===== src/rtl/felica_pkg.sv =====
// Shared definitions for the FeliCa 212 kbit/s receive path: FSM states,
// framing constants and the serial CRC-16 step used by deframer and modulator.
package felica_pkg;

  typedef enum logic [2:0] {
    ST_HUNT,
    ST_SYNC,
    ST_LEN,
    ST_DATA,
    ST_CRC
  } state_t;

  localparam logic [15:0] FELICA_SYNC = 16'hB24D;
  localparam logic [15:0] CRC_POLY    = 16'h1021;
  localparam logic [15:0] CRC_INIT    = 16'h0000;
  localparam int          LEN_MIN     = 2;

  // One MSB-first bit of CRC-16; running it over data plus appended CRC leaves 0.
  function automatic logic [15:0] crc16_step(input logic [15:0] crc, input logic din);
    crc16_step = {crc[14:0], 1'b0} ^ ((crc[15] ^ din) ? CRC_POLY : 16'h0000);
  endfunction

endpackage


===== src/rtl/felica_crc16.sv =====
// Serial CRC-16 register (poly 0x1021). clear has priority over en.
module felica_crc16
  import felica_pkg::*;
(
  input  logic        ck_1356meg,
  input  logic        rst_n,
  input  logic        clear,
  input  logic        en,
  input  logic        din,
  output logic [15:0] crc
);

  // NOTE: sequential state uses non-blocking assignments so every register
  // samples the pre-edge values of its neighbours.
  always_ff @(posedge ck_1356meg or negedge rst_n) begin
    if (!rst_n) begin
      crc <= CRC_INIT;
    end else if (clear) begin
      crc <= CRC_INIT;
    end else if (en) begin
      crc <= crc16_step(crc, din);
    end
  end

endmodule


===== src/rtl/felica_deframer.sv =====
// Bit-to-byte deframer: hunts preamble + SYNC, emits LEN/payload/CRC bytes
// with frame markers and a CRC verdict on the last byte.
module felica_deframer
  import felica_pkg::*;
#(
  parameter logic [15:0] SYNC_WORD    = FELICA_SYNC,
  parameter int          MIN_PREAMBLE = 16
) (
  input  logic       ck_1356meg,
  input  logic       rst_n,
  input  logic       enable,
  input  logic       bit_valid,
  input  logic       bit_in,
  input  logic       carrier_lost,
  output logic [7:0] byte_data,
  output logic       byte_valid,
  output logic       frame_start,
  output logic       frame_end,
  output logic       crc_ok,
  output logic       frame_err
);

  state_t      state;
  logic [5:0]  zero_run;
  logic [3:0]  sync_cnt;
  logic [2:0]  bit_cnt;
  logic [6:0]  shreg;
  logic [7:0]  len_rem;
  logic        crc_second;
  logic [15:0] crc;

  logic        in_frame;
  logic        take_bit;
  logic        sync_bit;
  logic [7:0]  byte_next;
  logic [15:0] crc_final;
  logic        crc_clear;
  logic        crc_en;

  // NOTE: every always_comb output gets a default first so no latch is inferred.
  always_comb begin
    in_frame  = 1'b0;
    sync_bit  = SYNC_WORD[4'd15 - sync_cnt];
    byte_next = {shreg, bit_in};
    crc_final = crc16_step(crc, bit_in);
    if (state == ST_LEN || state == ST_DATA || state == ST_CRC) in_frame = 1'b1;
    // enable low and carrier loss both override (and discard) a bit strobe
    take_bit  = enable && !carrier_lost && bit_valid;
    crc_clear = take_bit && (state == ST_SYNC) && (bit_in == sync_bit) && (sync_cnt == 4'd15);
    crc_en    = take_bit && in_frame;
  end

  felica_crc16 u_crc (
    .ck_1356meg (ck_1356meg),
    .rst_n      (rst_n),
    .clear      (crc_clear),
    .en         (crc_en),
    .din        (bit_in),
    .crc        (crc)
  );

  always_ff @(posedge ck_1356meg or negedge rst_n) begin
    if (!rst_n) begin
      state       <= ST_HUNT;
      zero_run    <= '0;
      sync_cnt    <= '0;
      bit_cnt     <= '0;
      shreg       <= '0;
      len_rem     <= '0;
      crc_second  <= 1'b0;
      byte_data   <= '0;
      byte_valid  <= 1'b0;
      frame_start <= 1'b0;
      frame_end   <= 1'b0;
      crc_ok      <= 1'b0;
      frame_err   <= 1'b0;
    end else begin
      byte_valid  <= 1'b0;
      frame_start <= 1'b0;
      frame_end   <= 1'b0;
      if (!enable) begin
        state    <= ST_HUNT;
        zero_run <= '0;
      end else if (carrier_lost) begin
        if (in_frame) begin
          frame_end <= 1'b1;
          frame_err <= 1'b1;
          crc_ok    <= 1'b0;
        end
        state    <= ST_HUNT;
        zero_run <= '0;
      end else if (bit_valid) begin
        case (state)
          ST_HUNT: begin
            if (bit_in) begin
              if (zero_run >= 6'(MIN_PREAMBLE)) begin
                state    <= ST_SYNC;
                sync_cnt <= 4'd1;
              end
              zero_run <= '0;
            end else if (zero_run != 6'h3F) begin
              zero_run <= zero_run + 6'd1;
            end
          end
          ST_SYNC: begin
            if (bit_in != sync_bit) begin
              // a mismatching 0 may already be the first bit of a new preamble
              state    <= ST_HUNT;
              zero_run <= {5'd0, ~bit_in};
            end else if (sync_cnt == 4'd15) begin
              state   <= ST_LEN;
              bit_cnt <= '0;
            end else begin
              sync_cnt <= sync_cnt + 4'd1;
            end
          end
          default: begin
            shreg   <= byte_next[6:0];
            bit_cnt <= bit_cnt + 3'd1;
            if (bit_cnt == 3'd7) begin
              byte_data  <= byte_next;
              byte_valid <= 1'b1;
              case (state)
                ST_LEN: begin
                  frame_start <= 1'b1;
                  len_rem     <= byte_next - 8'd1;
                  if (byte_next < 8'(LEN_MIN)) begin
                    frame_end <= 1'b1;
                    frame_err <= 1'b1;
                    crc_ok    <= 1'b0;
                    state     <= ST_HUNT;
                    zero_run  <= '0;
                  end else begin
                    state <= ST_DATA;
                  end
                end
                ST_DATA: begin
                  len_rem <= len_rem - 8'd1;
                  if (len_rem == 8'd1) begin
                    state      <= ST_CRC;
                    crc_second <= 1'b0;
                  end
                end
                default: begin
                  crc_second <= 1'b1;
                  if (crc_second) begin
                    frame_end <= 1'b1;
                    frame_err <= 1'b0;
                    crc_ok    <= (crc_final == 16'h0000);
                    state     <= ST_HUNT;
                    zero_run  <= '0;
                  end
                end
              endcase
            end
          end
        endcase
      end
    end
  end

endmodule


===== config.mk =====
export PLATFORM = sky130hd
export DESIGN_NAME = felica_deframer
export DESIGN_NICKNAME = d
export VERILOG_FILES = /design/src/rtl/felica_pkg.sv /design/src/rtl/felica_crc16.sv /design/src/rtl/felica_deframer.sv
export SDC_FILE = /design/constraint.sdc
export NUM_CORES = 1
export LEC_CHECK = 0
export CORE_UTILIZATION = 30
export DETAILED_ROUTE_END_ITERATION = 16
export DONT_BUFFER_PORTS = 1
export PLACE_DENSITY_LB_ADDON = 0.25
export SYNTH_ARGS = -nofsm -noshare
export SYNTH_HDL_FRONTEND = slang
export SYNTH_SLANG_ARGS = --single-unit
export TNS_END_PERCENT = 10

===== constraint.sdc =====
create_clock -name ck_1356meg -period 4.4 [get_ports ck_1356meg]
set_input_delay 0.44 -clock ck_1356meg [delete_from_list [all_inputs] [get_ports ck_1356meg]]
set_output_delay 0.44 -clock ck_1356meg [all_outputs]
set_load 0.01 [all_outputs]

* After elaboration in Yosys (flattened, before gate mapping)
Memories as Yosys holds them, arrays and structs flattened. Cells that the tools add are included.
Storage, ports and cells: output and inout port bits 13, bits in latches 0, word-level logic and storage cells 166, input port bits 6, bits in read-only memories 16, memory bits (writable) 0, memories kept 1, register bits after elaboration 61
Memories:
- (name not given) | words 16, width 1, read ports 1, clocked after memory_dff 0, wr ports 0, line felica_deframer.sv:43 | sync_bit = SYNC_WORD[4'd15 - sync_cnt];
Cells by class: eq/ne operators 32, divide/modulo/power cells 0, shift-type cells 0, reduce and logical (&&, ||, !) cells 27, order comparisons 3, $mul 0, bitwise gates (word level) 7, add/sub/neg operators 6, multiplexer cells 76
Operators by type and width (number):
- 6-bit 2-to-1 mux | 9
- 1-bit 2-to-1 mux | 36
- 3-bit 2-to-1 mux | 12
- 16-bit 2-to-1 mux | 2
- 6-bit case mux with 2 select lines | 2
- 7-bit AND reduction | 3
- 3-bit case mux with 2 select lines | 3
- 16-bit zero test | 1
- 4-bit 2-to-1 mux | 4
- 8-bit case mux with 2 select lines | 1
- 8-bit AND reduction | 2
- 8-bit by 1-bit subtractor with 8-bit output (second input constant) | 2
- 16-bit bitwise XOR | 1
- 13-bit 2-to-1 mux | 1
- 6-bit by 3-bit != test with 1-bit output (second input constant) | 2
- 6-bit AND reduction | 2
- 2-bit != test (second input constant) | 5
- 5-bit by 3-bit != test with 1-bit output (second input constant) | 2
- 2-bit nonzero test | 5
- 8-bit by 1-bit equality test with 1-bit output (second input constant) | 1
- 8-bit by 2-bit < comparator with 1-bit output (second input constant) | 1
- 2-bit by 1-bit != test with 1-bit output (second input constant) | 4
- 4-bit != test (second input constant) | 2
- 1-bit case mux with 2 select lines | 4
- other kinds (32) | 44

* Logic depth before layout (Yosys ltp)
depth after elaboration 10, depth in mapped cells 9, depth with buffers taken out 8

* Cells and area by module
Synthesis repeated with hierarchy kept, for this count alone.
Second synthesis, totals: cell total of the unflattened synthesis 337, area, all modules 3349.5 um^2
By module, submodules not included:
- felica_deframer | area each 2661.3 um^2, cells each 279, seq. area each 1126.1 um^2, times used 1
- felica_crc16 | area each 688.2 um^2, cells each 58, seq. area each 400.4 um^2, times used 1

* Worst setup path before layout
No wires, ideal clock.
kind reg-to-reg, start reg len_rem[2], end reg state[2], library setup time 0.125 ns, arrival 1.857 ns, buffers on the path 0, stages on the path, launching flop included 7, data required time 4.275 ns, slack 2.418 ns, period minus slack after synthesis 1.982 ns, path through dfrtp_1 > or4_4 > o41ai_4 > nand4_2 > o32ai_4 > mux2i_1 > nor2_1
On the way: word-level cells in the longest chain between the ends 3
RTL lines:
- from (decl) | line felica_deframer.sv:28 | logic [7:0] len_rem;
- from (signal assigned) | line felica_deframer.sv:126 | len_rem <= byte_next - 8'd1;
- from (signal assigned) | line felica_deframer.sv:138 | len_rem <= len_rem - 8'd1;
- 8-bit by 1-bit equality test with 1-bit output | line felica_deframer.sv:139 | if (len_rem == 8'd1) begin
- 6-bit by 3-bit != test with 1-bit output (no source line)
- 7-bit AND reduction (no source line)
- to (signal assigned) | line felica_deframer.sv:134 | state <= ST_DATA;
- to (signal assigned) | line felica_deframer.sv:140 | state <= ST_CRC;
- to (signal assigned) | line felica_deframer.sv:150 | state <= ST_HUNT;
- to (decl) | line felica_deframer.sv:23 | state_t state;
Every way passes these cells. A chain may end at the register's enable or synchronous reset.

* Final worst setup path
start reg state[0], end reg zero_run[1]
On the way: word-level cells in the longest chain between the ends 7, elaborated cells between the ends (all ways) 17, classes of those cells eq/ne: 9; mux: 6; reduce/logical: 2
RTL lines:
- from (signal assigned) | line felica_deframer.sv:64 | state <= ST_HUNT;
- from (signal assigned) | line felica_deframer.sv:82 | state <= ST_HUNT;
- from (signal assigned) | line felica_deframer.sv:90 | state <= ST_HUNT;
- 3-bit by 2-bit equality test with 1-bit output | line felica_deframer.sv:123 | case (state)
- 6-bit case mux with 2 select lines | line felica_deframer.sv:123
- 6-bit 2-to-1 mux | line felica_deframer.sv:120 | if (bit_cnt == 3'd7) begin
- 6-bit case mux with 2 select lines | line felica_deframer.sv:93 | case (state)
- 6-bit 2-to-1 mux | line felica_deframer.sv:92 | end else if (bit_valid) begin
- 6-bit 2-to-1 mux | line felica_deframer.sv:84 | end else if (carrier_lost) begin
- 6-bit 2-to-1 mux | line felica_deframer.sv:81 | if (!enable) begin
- to (signal assigned) | line felica_deframer.sv:102 | zero_run <= zero_run + 6'd1;
- to (signal assigned) | line felica_deframer.sv:109 | zero_run <= {5'd0, ~bit_in};
- to (decl) | line felica_deframer.sv:24 | logic [5:0] zero_run;
Parallel ways exist; a longest one is shown, timed or not. The select of a mux whose other input is x is not followed.

==> metrics.md <==
| Metric | Value |
|---|---|
| Outcome | finished, final reports clean |
| Ant. Diodes | 0 |
| Mapped Cells | 347 |
| Sequential area share after synthesis | 45.49% |
| Max-Cap Viols | 0 |
| Die height | 107.8 um |
| Period utilization | 51.64% |
| Rows | 38 |
| Delay-heaviest family, CP | simple AND/OR/NAND/NOR gates |
| Dpl cell area | 3460 um2 |
| Uppermost routed layer | met4 |
| Static leakage | 0.001786 uW |
| Layout cell share with drive strength beyond 1 | 12.07% |
| Worst-path fanout max | 15 |
| WL met3 | 317 um |
| Post-route DRC | 0 |
| CTS buffer count | 9 |
| Critical path depth in cells | 5 |
| Worst skew pair latency | 350 ps |
| Die Wd | 107.8 um |
| Die Area | 11610 um2 |
| VDD IR max | 0.0001552 V |
| Final Slew Violations | 0 |
| Total wire length | 7283 um |
| Routed Antenna Nets | 0 |
| Post-Syn Area per Cell | 9.671 um2 |
| Crit path DAT | 2500 ps |
| Slew margin rel. | 42.06% |
| Setup TNS | 0 ps |
| Total track usage | 14.05% |
| Post-synth EDFFs | 0 |
| Slew @ Worst Pin | 861.2 ps |
| Final setup viols | 0 |
| PortBufs | 0 |
| Number of global-route vias before repair | 2536 |
| Clock tree root driver cell | clkbuf_8 |
| CTS tree | built |
| Largest net degree at the start of global routing | 62 |
| CP required | 4630 ps |
| GRT Residual Overflow | 0 |
| Longest Clk Path Bufs | 2 |
| Met2 WL post-DR | 3209 um |
| Slowest library cell on the worst path | dfrtp_1 |
| Post-layout util | 33.93% |
| Initial core utilization | 30.82% |
| Async SR Flop Fraction | 100.0% |
| Core outline area | 10890 um2 |
| Vias | 2536 |
| Fill cells | 1102 |
| H-tree Lvls | 3 |
| FF+latch count, synth | 61 |
| Sink Count | 61 |
| Post-synth net total | 363 |
| CP Cell Sequence | nor3b_1, nand2_1, a31o_2, and2_0, a41o_1 |
| Hold-critical path depth | 1 |
| Pwr dens | 300.5 nW/um2 |
| # nets final | 359 |
| Post-synthesis cell type count | 58 |
| Worst R2R Path Depth | 5 |
| Detail Placement HPWL | 5007 um |
| P&R area growth vs syn | 10.10% |
| Startpoint type of the worst setup path | register |
| Final Hold Fails | 0 |
| First-pass GRT wire length | 12580 um |
| Vias per inst | 5.197 |
| Worst clock skew | 12.74 ps |
| Mapped Area | 3356 um2 |
| Wl on met1 | 3618 um |
| Synthesis Warnings | 0 |
| Main synth FF type | dfrtp_1 |
| CP peak stage delay | 570 ps |
| Wire length per cell | 14.92 um |
| Fmax | 440.1 MHz |
| Hold Crit Class | input port to register |
| Clock slew at reported path FFs | 70 ps |
| Final estimated routing congestion in global placement | 0.8255 |
| Crit. End Element | register |
| CP Buf/Inv Count | 0 |
| DR pass1 iterations | 4 |
| Kind of critical path | register to register |
| Fin area | 3695 um2 |
| Unrepaired setup endpoints after global routing | false |
| Min Tclk post-route | 2272 ps |
| DR iter-0 viols | 174 |
| Setup Buffers After CTS | 0 |
| Initial antenna violation count | 0 |
| # IOs | 19 |
| CTS-repair resized insts | 0 |
## final timing paths
| path | start | end | slack (ps) |
|---|---|---|---|
| max in group asynchronous | rst_n | state[0] | 3490 |
| min in group asynchronous | rst_n | u_crc.crc[12] | 590 |
| worst max-delay path | state[0] | zero_run[1] | 2130 |
| worst min register to register | bit_cnt[1] | bit_cnt[1] | 520 |
| worst min-delay path | bit_in | len_rem[0] | 200 |
| worst max register to register | state[0] | zero_run[1] | 2130 |
## kinds of logic (layout without fill, tap and decap cells)
group                      Yosys count  count (layout)  synth area share [%]
muxes                               30              30                 9.470
buffers and inverters               31              32                 3.691
xor gates and xnor gates             7               7                 1.827
and+or+nand+nor                    127             127                 18.38
DFF                                 61              61                 45.49
adders and majority gates           10              10                 3.729
AOI/OAI and AO/OA                   81              81                 17.41
## Yosys cell counts, drive strengths merged, types with 3 or more instances
library cell | count | area (um2)
nor4 | 7 | 50.05
nor3 | 9 | 45.04
a31oi | 8 | 50.05
o21ai | 23 | 118.9
nor2 | 43 | 161.4
xor2 | 3 | 26.28
ha | 10 | 125.1
mux2i | 16 | 160.2
a21oi | 15 | 75.07
xnor2 | 4 | 35.03
buf | 6 | 30.03
o311ai | 3 | 26.28
mux2 | 14 | 157.7
nand2 | 34 | 127.6
nand2b | 3 | 18.77
clkbuf | 11 | 41.29
inv | 14 | 52.55
and3 | 4 | 25.02
dfrtp | 61 | 1526
nor3b | 4 | 30.03
nor2b | 3 | 18.77
o31ai | 3 | 22.52
nand3 | 7 | 35.03
## per-layer routing
| layer | global-route usage, % | up-vias |
|---|---|---|
| met4 | 6.360 | 0 |
| met1 | 18.16 | 1244 |
| met2 | 21.66 | 33 |
| met5 | 0 | - |
| met3 | 3.995 | 13 |
| li1 | - | 1246 |
## repair_timing
item | CTS | global route
hold endpoints to repair | 61 | 0
hold buffers | 2 | 0
endpoints found under the setup margin | 0 | 0
## stage by stage
stage                     setup slack (ps)  power (uW)  std cells  hold slack (ps)
final                                 2128        1110        488            200.9
after global routing                  1925        1159        488            175.8
after CTS                             2146        1128        488            191.8
after detailed placement              2117       602.4        470            146.0
after global placement                2144       602.2        470            145.9
after floorplan                       2418       598.0        347            144.4
## layout by cell type (no fill, tap or decap), types with 3 or more instances in the layout
cell type / instances
inv_1: 14
nor2_1: 43
nor2b_1: 3
nand2_1: 34
o21ai_0: 20
a31oi_1: 8
o311ai_0: 3
nor4_1: 6
mux2_2: 14
nor3_1: 9
nand3_1: 7
xor2_1: 3
nor3b_1: 4
xnor2_1: 4
clkbuf_8: 9
nand2b_1: 3
dfrtp_1: 61
o31ai_1: 3
a21oi_1: 15
and3_1: 4
ha_1: 10
mux2i_1: 16
## registers in the layout, summed over array words and instances, names as in the netlist, 3 cells and up
signal / flops
zero_run: 6
u_crc.crc: 16
sync_cnt: 4
bit_cnt: 3
len_rem: 8
shreg: 7
state: 3
byte_data: 8
## layout make-up
cell class,instances,area (um2),area share (%)
clock buffer,9,123.9,3.353
clock inverter,7,73.82,1.998
inverter,14,52.55,1.422
multi-input combinational,255,1705,46.16
sequential,61,1526,41.31
tap,140,175.2,4.741
timing repair buffer,2,37.54,1.016
## where the power goes
part / total (uW) / internal [uW] / switching [uW] / leakage [uW]
Combinational: 40.8 / 13.8 / 27.1 / 0.000846
Sequential: 565 / 562 / 2.62 / 0.000841
Clock: 505 / 263 / 242 / 0.0000996
Total: 1110 / 839 / 271 / 0.00179
No activity file was read; power rests on OpenSTA's default activity.
